<file path="config.mk">
export PLATFORM = sky130hd
export DESIGN_NAME = exec_step_controller
export DESIGN_NICKNAME = d
export VERILOG_FILES = /design/src/rtl/exec_step_controller.sv
export SDC_FILE = /design/constraint.sdc
export NUM_CORES = 1
export LEC_CHECK = 0
export ABC_CLOCK_PERIOD_IN_PS = 4000
export CAP_MARGIN = 20
export CORE_AREA = 5 5 126 128
export CTS_BUF_LIST = sky130_fd_sc_hd__clkbuf_2 sky130_fd_sc_hd__clkbuf_4 sky130_fd_sc_hd__clkbuf_8
export DETAILED_ROUTE_END_ITERATION = 12
export DIE_AREA = 0 0 131 133
export PLACE_DENSITY = 0.92
export SLEW_MARGIN = 20
export SYNTH_ARGS = -nofsm -noshare
export SYNTH_HDL_FRONTEND = slang
export SYNTH_SLANG_ARGS = --single-unit
</file>
<file path="constraint.sdc">
create_clock -name clk_i -period 4 [get_ports clk_i]
set_clock_uncertainty 0.1 [all_clocks]
set_input_delay 1 -clock clk_i [delete_from_list [all_inputs] [get_ports clk_i]]
set_output_delay 1 -clock clk_i [all_outputs]
set_load 0.1 [all_outputs]
</file>
<file path="src/rtl/exec_step_controller.sv">
// Run-control sequencer that owns the core enable and keeps performance counters.
// en is combinational from state, halted and the breakpoint compare; the counters update one cycle after each enabled cycle, and there is no backpressure.
module exec_step_controller #(
    parameter int CNT_BIT = 32,
    parameter int PC_BIT  = 32
) (
    input  logic               clk_i,
    input  logic               rst_n_i,
    input  logic               cmd_run_i,
    input  logic               cmd_step_i,
    input  logic               cmd_pause_i,
    input  logic               cmd_clr_cnt_i,
    input  logic               bp_en_i,
    input  logic [PC_BIT-1:0]  bp_addr_i,
    input  logic [PC_BIT-1:0]  pc_dbg_i,
    input  logic               halted_i,
    input  logic               jumped_i,
    input  logic               branched_i,
    input  logic               bubble_i,
    output logic               en_o,
    output logic [1:0]         state_o,
    output logic [CNT_BIT-1:0] cnt_cycle_o,
    output logic [CNT_BIT-1:0] cnt_jump_o,
    output logic [CNT_BIT-1:0] cnt_branch_o,
    output logic [CNT_BIT-1:0] cnt_bubble_o
);

    typedef enum logic [1:0] {
        S_IDLE = 2'd0,
        S_RUN  = 2'd1,
        S_STEP = 2'd2,
        S_HALT = 2'd3
    } state_t;

    localparam logic [CNT_BIT-1:0] CNT_ONE = {{(CNT_BIT-1){1'b0}}, 1'b1};

    state_t             state_q, state_d;
    logic               bp_armed_q, bp_armed_d;
    logic               bp_hit;
    logic [CNT_BIT-1:0] cnt_cycle_q,  cnt_cycle_d;
    logic [CNT_BIT-1:0] cnt_jump_q,   cnt_jump_d;
    logic [CNT_BIT-1:0] cnt_branch_q, cnt_branch_d;
    logic [CNT_BIT-1:0] cnt_bubble_q, cnt_bubble_d;

    function automatic logic [CNT_BIT-1:0] sat_inc(input logic [CNT_BIT-1:0] v,
                                                   input logic inc);
        return (inc && !(&v)) ? v + CNT_ONE : v;
    endfunction

    always_ff @(posedge clk_i) begin
        if (!rst_n_i) begin
            state_q <= S_IDLE;
        end else begin
            state_q <= state_d;
        end
    end

    always_comb begin
        state_d = state_q;
        case (state_q)
            S_IDLE: begin
                if (cmd_run_i) begin
                    state_d = S_RUN;
                end else if (cmd_step_i) begin
                    state_d = S_STEP;
                end
            end
            S_RUN: begin
                if (halted_i) begin
                    state_d = S_HALT;
                end else if (cmd_pause_i || bp_hit) begin
                    state_d = S_IDLE;
                end
            end
            S_STEP: begin
                state_d = halted_i ? S_HALT : S_IDLE;
            end
            default: state_d = S_HALT;
        endcase
    end

    always_comb begin
        bp_hit  = bp_en_i && bp_armed_q && (pc_dbg_i == bp_addr_i);
        en_o    = ((state_q == S_RUN) && !bp_hit && !halted_i) ||
                  ((state_q == S_STEP) && !halted_i);
        state_o = state_q;
    end

    // Leaving IDLE disarms so a resume or step sitting on bp_addr executes it;
    // the first fetch away from bp_addr re-arms.
    always_comb begin
        bp_armed_d = bp_armed_q;
        if ((state_q == S_IDLE) && (cmd_run_i || cmd_step_i)) begin
            bp_armed_d = 1'b0;
        end else if (pc_dbg_i != bp_addr_i) begin
            bp_armed_d = 1'b1;
        end
    end

    always_comb begin
        if (cmd_clr_cnt_i) begin
            cnt_cycle_d  = '0;
            cnt_jump_d   = '0;
            cnt_branch_d = '0;
            cnt_bubble_d = '0;
        end else begin
            cnt_cycle_d  = sat_inc(cnt_cycle_q,  en_o);
            cnt_jump_d   = sat_inc(cnt_jump_q,   en_o && jumped_i);
            cnt_branch_d = sat_inc(cnt_branch_q, en_o && branched_i);
            cnt_bubble_d = sat_inc(cnt_bubble_q, en_o && bubble_i);
        end
    end

    always_ff @(posedge clk_i) begin
        if (!rst_n_i) begin
            bp_armed_q   <= 1'b1;
            cnt_cycle_q  <= '0;
            cnt_jump_q   <= '0;
            cnt_branch_q <= '0;
            cnt_bubble_q <= '0;
        end else begin
            bp_armed_q   <= bp_armed_d;
            cnt_cycle_q  <= cnt_cycle_d;
            cnt_jump_q   <= cnt_jump_d;
            cnt_branch_q <= cnt_branch_d;
            cnt_bubble_q <= cnt_bubble_d;
        end
    end

    assign cnt_cycle_o  = cnt_cycle_q;
    assign cnt_jump_o   = cnt_jump_q;
    assign cnt_branch_o = cnt_branch_q;
    assign cnt_bubble_o = cnt_bubble_q;

endmodule

</file>
Word level (Yosys, flattened, before mapping)
Cells that the tools add are included.
- flip-flop bits (word level): 131
- bits of input ports: 75
- output and inout port bits: 131
- logic and storage cells: 55
- $add $sub $neg: 4
- equal/unequal tests: 6
- mux-type cells: 8
- bitwise gates (word level): 1
- reduce and logical (&&, ||, !) cells: 30
- operators with widths (kind ; count):
    $add 32x1->32 const B ; 4
    $reduce_and 32->1 ; 4
    $eq 32x32->1 ; 1
    $ne 32x32->1 ; 1
    $logic_and 1x1->1 ; 13
    $mux 2 ; 5
    $logic_not 1->1 ; 6
    $ne 3x3->1 const B ; 2
    $pmux 2 s3 ; 1
    $logic_or 1x1->1 ; 3
    $eq 2x1->1 const B ; 1
    $eq 2x2->1 const B ; 1
    $logic_not 2->1 ; 1
    $mux 1 ; 2
    $reduce_and 2->1 ; 1
    $reduce_bool 2->1 ; 1
    $reduce_or 2->1 ; 1
    $not 1->1 ; 1

Depth between registers and ports, before layout
- word-level depth: 8
- mapped depth: 10
- mapped depth without buffers: 8

Worst setup path after synthesis
Ideal clock, no wire load.
- path type: register to output
- start: reg state_q[1], in the netlist state_o[1]
- end: out en_o
- arrival time: 3550 ps
- required time: 2900 ps
- path slack: -650 ps
- stages on the path, launching flop included: 7
- buffers on the path: 2
- cells stage by stage: dfxtp_1 -> ha_1 -> nor2_1 -> a31oi_2 -> buf_2 -> clkbuf_1 -> nor2b_1
- cells in the longest elaborated chain, start to end: 4
- elaborated cells on any way between the ends: 6
- those cells by class: eq/ne: 2; reduce/logical: 4
- RTL lines (item ; line ; text):
    from (decl) ; 37 ; state_t state_q, state_d;
    from (signal assigned) ; 54 ; state_q <= state_d;
    $eq 2x1->1 ; 84 ; en_o = ((state_q == S_RUN) && !bp_hit && !halted_i) ||
    $logic_and 1x1->1 (2 in series) ; 84 ;
    $logic_or 1x1->1 * ; 84 ;
    to (decl) ; 20 ; output logic en_o,
Mark *: on every way between the ends. The rest lies on a longest branch, timed or not.

Final worst setup path
- start: in bp_addr_i[0]
- end: out en_o
- cells in the longest elaborated chain, start to end: 6
- RTL lines (item ; line ; text):
    from (decl) ; 14 ; input logic [PC_BIT-1:0] bp_addr_i,
    $eq 32x32->1 ; 83 ; bp_hit = bp_en_i && bp_armed_q && (pc_dbg_i == bp_addr_i);
    $logic_and 1x1->1 ; 83 ;
    $logic_not 1->1 ; 84 ;
    $logic_and 1x1->1 (2 in series) ; 84 ;
    $logic_or 1x1->1 ; 84 ;
Every way passes these cells.

==> out/metrics.cfg <==
[power_and_ir_drop]
irDropWorstVdd_mv=0.2967
leakagePower_uw=0.003287
p_per_area_nw_per_um2=322.8

[sta]
setup_violations=0
min_period_over_period=0.9660
layout_min_cycle_time_ns=3.864
tightest_slew_ns=1.018
fmax_mhz=258.8
slew_viol_final=0
slew_headroom=0.3193
fin_tns_setup_ns=0
whs_ns=0.3919
hold_viol_final=0
rsz0062_at_grt=no

[clocking]
cts_made_buffers=17
path_clk_slew_ns=0.07
clkSinkCount=131
cts_max_level=4
clockBufferDepth=2
cts_tree=done
clk_latency_ns=0.45
cts.repair_timing.setup_buffer_count=0
cts-root-buf=clkbuf_8

[floorplan]
start_util=0.4871
die_area_sq_um=17420
num_rows=45
die_w_um=131
core_area_sq_um=14750
die_h_um=133
io_pins=206

[logic_synthesis]
synth_fa_ha_area_frac=0.01393
synth_enable_flop_cells=0
muxShareOfSynthArea=0.009751
synth_area_leaders=dfxtp_1 (36%), xnor2_1 (8.3%), nor2_1 (5.9%)
synth_ff_type=dfxtp_1
yosysTopAreaCell=dfxtp_1
synthSimpleGateAreaFrac=0.3688
synth_top_family_by_area=simple AND/OR/NAND/NOR gates
async_flop_share=0
ys_seq_area_frac=0.3650
syn_nets=943
ys_ff_latch=131
synth_compound_area_frac=0.07888
avgSynthCellArea_sq_um=8.355
synth_xor_area_frac=0.1316
synthCells=860
yosysTopAreaCellShare=0.3650
ys_warn_count=0
syn-cell-area_sq_um=7186
synth.distinct_cells=60

[grt]
grt_max_degree=86
overflow=0
grt_use_met3=0.05450
grt_pass1_vias=7099
antenna_found_initial=0
met2_usage=0.4049
track_usage=0.2370
grt_pass1_wl_um=33540
grt-busiest-layer=met2
use_met1=0.2754

[detailed_routing]
vias_per_cell=5.851
drt_drc_violations_left=0
num_vias=7402
detail_route.wl_per_cell_um=16.70
ant_nets=0
drtPass1Iterations=5
drt_iter0_markers=479
routed_wl_um=21130

[final_layout]
multiInputGateArea_sq_um=4370
area_delta_synth_final_pct=37.37
seq_area_sq_um=2623
nNetsFinal=1147
drive_gt1_frac=0.08914
nFillCells=1165
antenna_cells=0

[min_path]
hold_path.class=reg2reg
hold_path.startpoint=cnt_jump_o[1]
holdPathStages=2
worst_hold_path.endpoint=cnt_jump_o[1]

[flow_run]
maxCapViolCount=0

[critical_path]
r2r_slack_ns=1.29
crit_path_end_kind=output port
critical_path_required_ns=2.90
startpoint_type=primary input
worst-path-max-fanout=2
rr_endpoint=cnt_branch_o[1]
r2r_start=cnt_branch_o[8]
critPathArrivalTime_ns=2.76
ff2ff_path_depth=8
crit_type=in2out

[outcome]
status=finished clean

[placement]
place_hpwl_um=15540
gp_congestion=0.8907
port_buffers=205

## state kept, by name, indices dropped and copies added (netlist names)
signal and cells:
cnt_branch_o 32, state_o 2, cnt_jump_o 32, cnt_cycle_o 32
cnt_bubble_o 32, bp_armed_q 1
## how the worst max path moves through the flow
stage / depth (start not counted) / to / start
floorplan: 6 / en_o / state_o[1]
global placement: 8 / en_o / bp_addr_i[31]
detailed placement: 8 / en_o / pc_dbg_i[2]
CTS: 8 / en_o / pc_dbg_i[2]
global route: 8 / en_o / bp_addr_i[31]
finish: 8 / en_o / bp_addr_i[0]
## critical path, stage by stage
cell and delay [ns]:
clkdlybuf4s50_1 0.43, xnor2_1 0.34, nand4_1 0.19, nor4_1 0.20, buf_4 0.17, a31oi_4 0.10
nor2b_4 0.16, buf_12 0.18
## timing repair
| item | 4_1_cts | 5_1_grt |
|---|---|---|
| gates resized for setup | 0 | 1 |
| hold endpoints to repair | 0 | 0 |
| hold buffers | 0 | 0 |
| endpoints found under the setup margin | 0 | 1 |
## cell type report
class                   instances  share of cell area
clock inverters                11             0.01344
multi-input cells             676              0.4428
clock buffers                  21             0.02865
repair buffers                224              0.2203
flip-flops and latches        131              0.2657
well taps                     188             0.02383
inverters                      14            0.005324
## placed cells by master, fill, tap and decap left out, types with 7 or more instances in the layout
master	count
o211ai_1	11
xnor2_1	68
and3_1	27
and4_1	16
o31ai_1	9
a21oi_1	21
or3_1	17
nand2_1	67
nand3_1	56
or4_1	18
mux2i_1	7
buf_4	35
o21ai_0	21
inv_1	14
dfxtp_1	131
xor2_1	40
ha_1	8
nand2b_1	12
clkbuf_8	20
nand4_1	67
clkdlybuf4s50_1	187
clkinv_2	7
nor3b_1	16
nor4b_1	8
nor2_1	113
## cells in the mapped netlist (4+ instances only)
library cell and number:
inv_1 14, mux2i_1 7, nand2b_1 13, ha_1 8, nor2_1 113, nand4_1 67, or3_1 17, nand3b_1 5
a21oi_1 21, nor3b_1 16, and3_1 27, nand2_1 67, nor4b_1 8, buf_2 4, xor2_1 40, nor3_1 5
o211ai_1 11, nor4_1 5, nor2b_1 7, nor4bb_1 4, a31oi_1 4, dfxtp_1 131, or4_1 18, nand3_1 56
and2_1 4, xnor2_1 68, and4_1 16, o21ai_0 21, o31ai_1 9, clkbuf_1 28
## where the power goes
part / internal, uW / switching, uW
Combinational: 252 / 408
Clock: 665 / 528
Sequential: 1320 / 17.3
## kinds of logic (layout without fill, tap and decap cells)
logic type      count (synthesis)  count (layout)
buf+inv                        53             270
flops                         131             131
xor+xnor                      108             108
mux                             7               7
compound gates                 83              83
fa+ha+maj                       8               8
simple gates                  470             470
## per-stage QoR
| step | area (sq um) | utilization | total power [uW] | cells | setup WS, ns |
|---|---|---|---|---|---|
| 4_1_cts | 9864 | 0.6687 | 3195 | 1265 | 0.02219 |
| 3_3_place_gp | 9449 | 0.6405 | 2003 | 1233 | 0.09347 |
| 6_report | 9871 | 0.6691 | 3187 | 1265 | 0.1361 |
| 3_5_place_dp | 9449 | 0.6405 | 2016 | 1233 | 0.03281 |
| 5_1_grt | 9871 | 0.6691 | 3292 | 1265 | 0.08987 |
| 2_1_floorplan | 7193 | - | 1793 | 860 | 0.1590 |
## routing by layer
layer / wire length [um] / vias to the layer above
met2: 10490 / 328
met1: 8369 / 3514
li1: - / 3513
met3: 1604 / 47
met5: 0 / -
met4: 666 / 0
(Power assumes the default switching activity.)
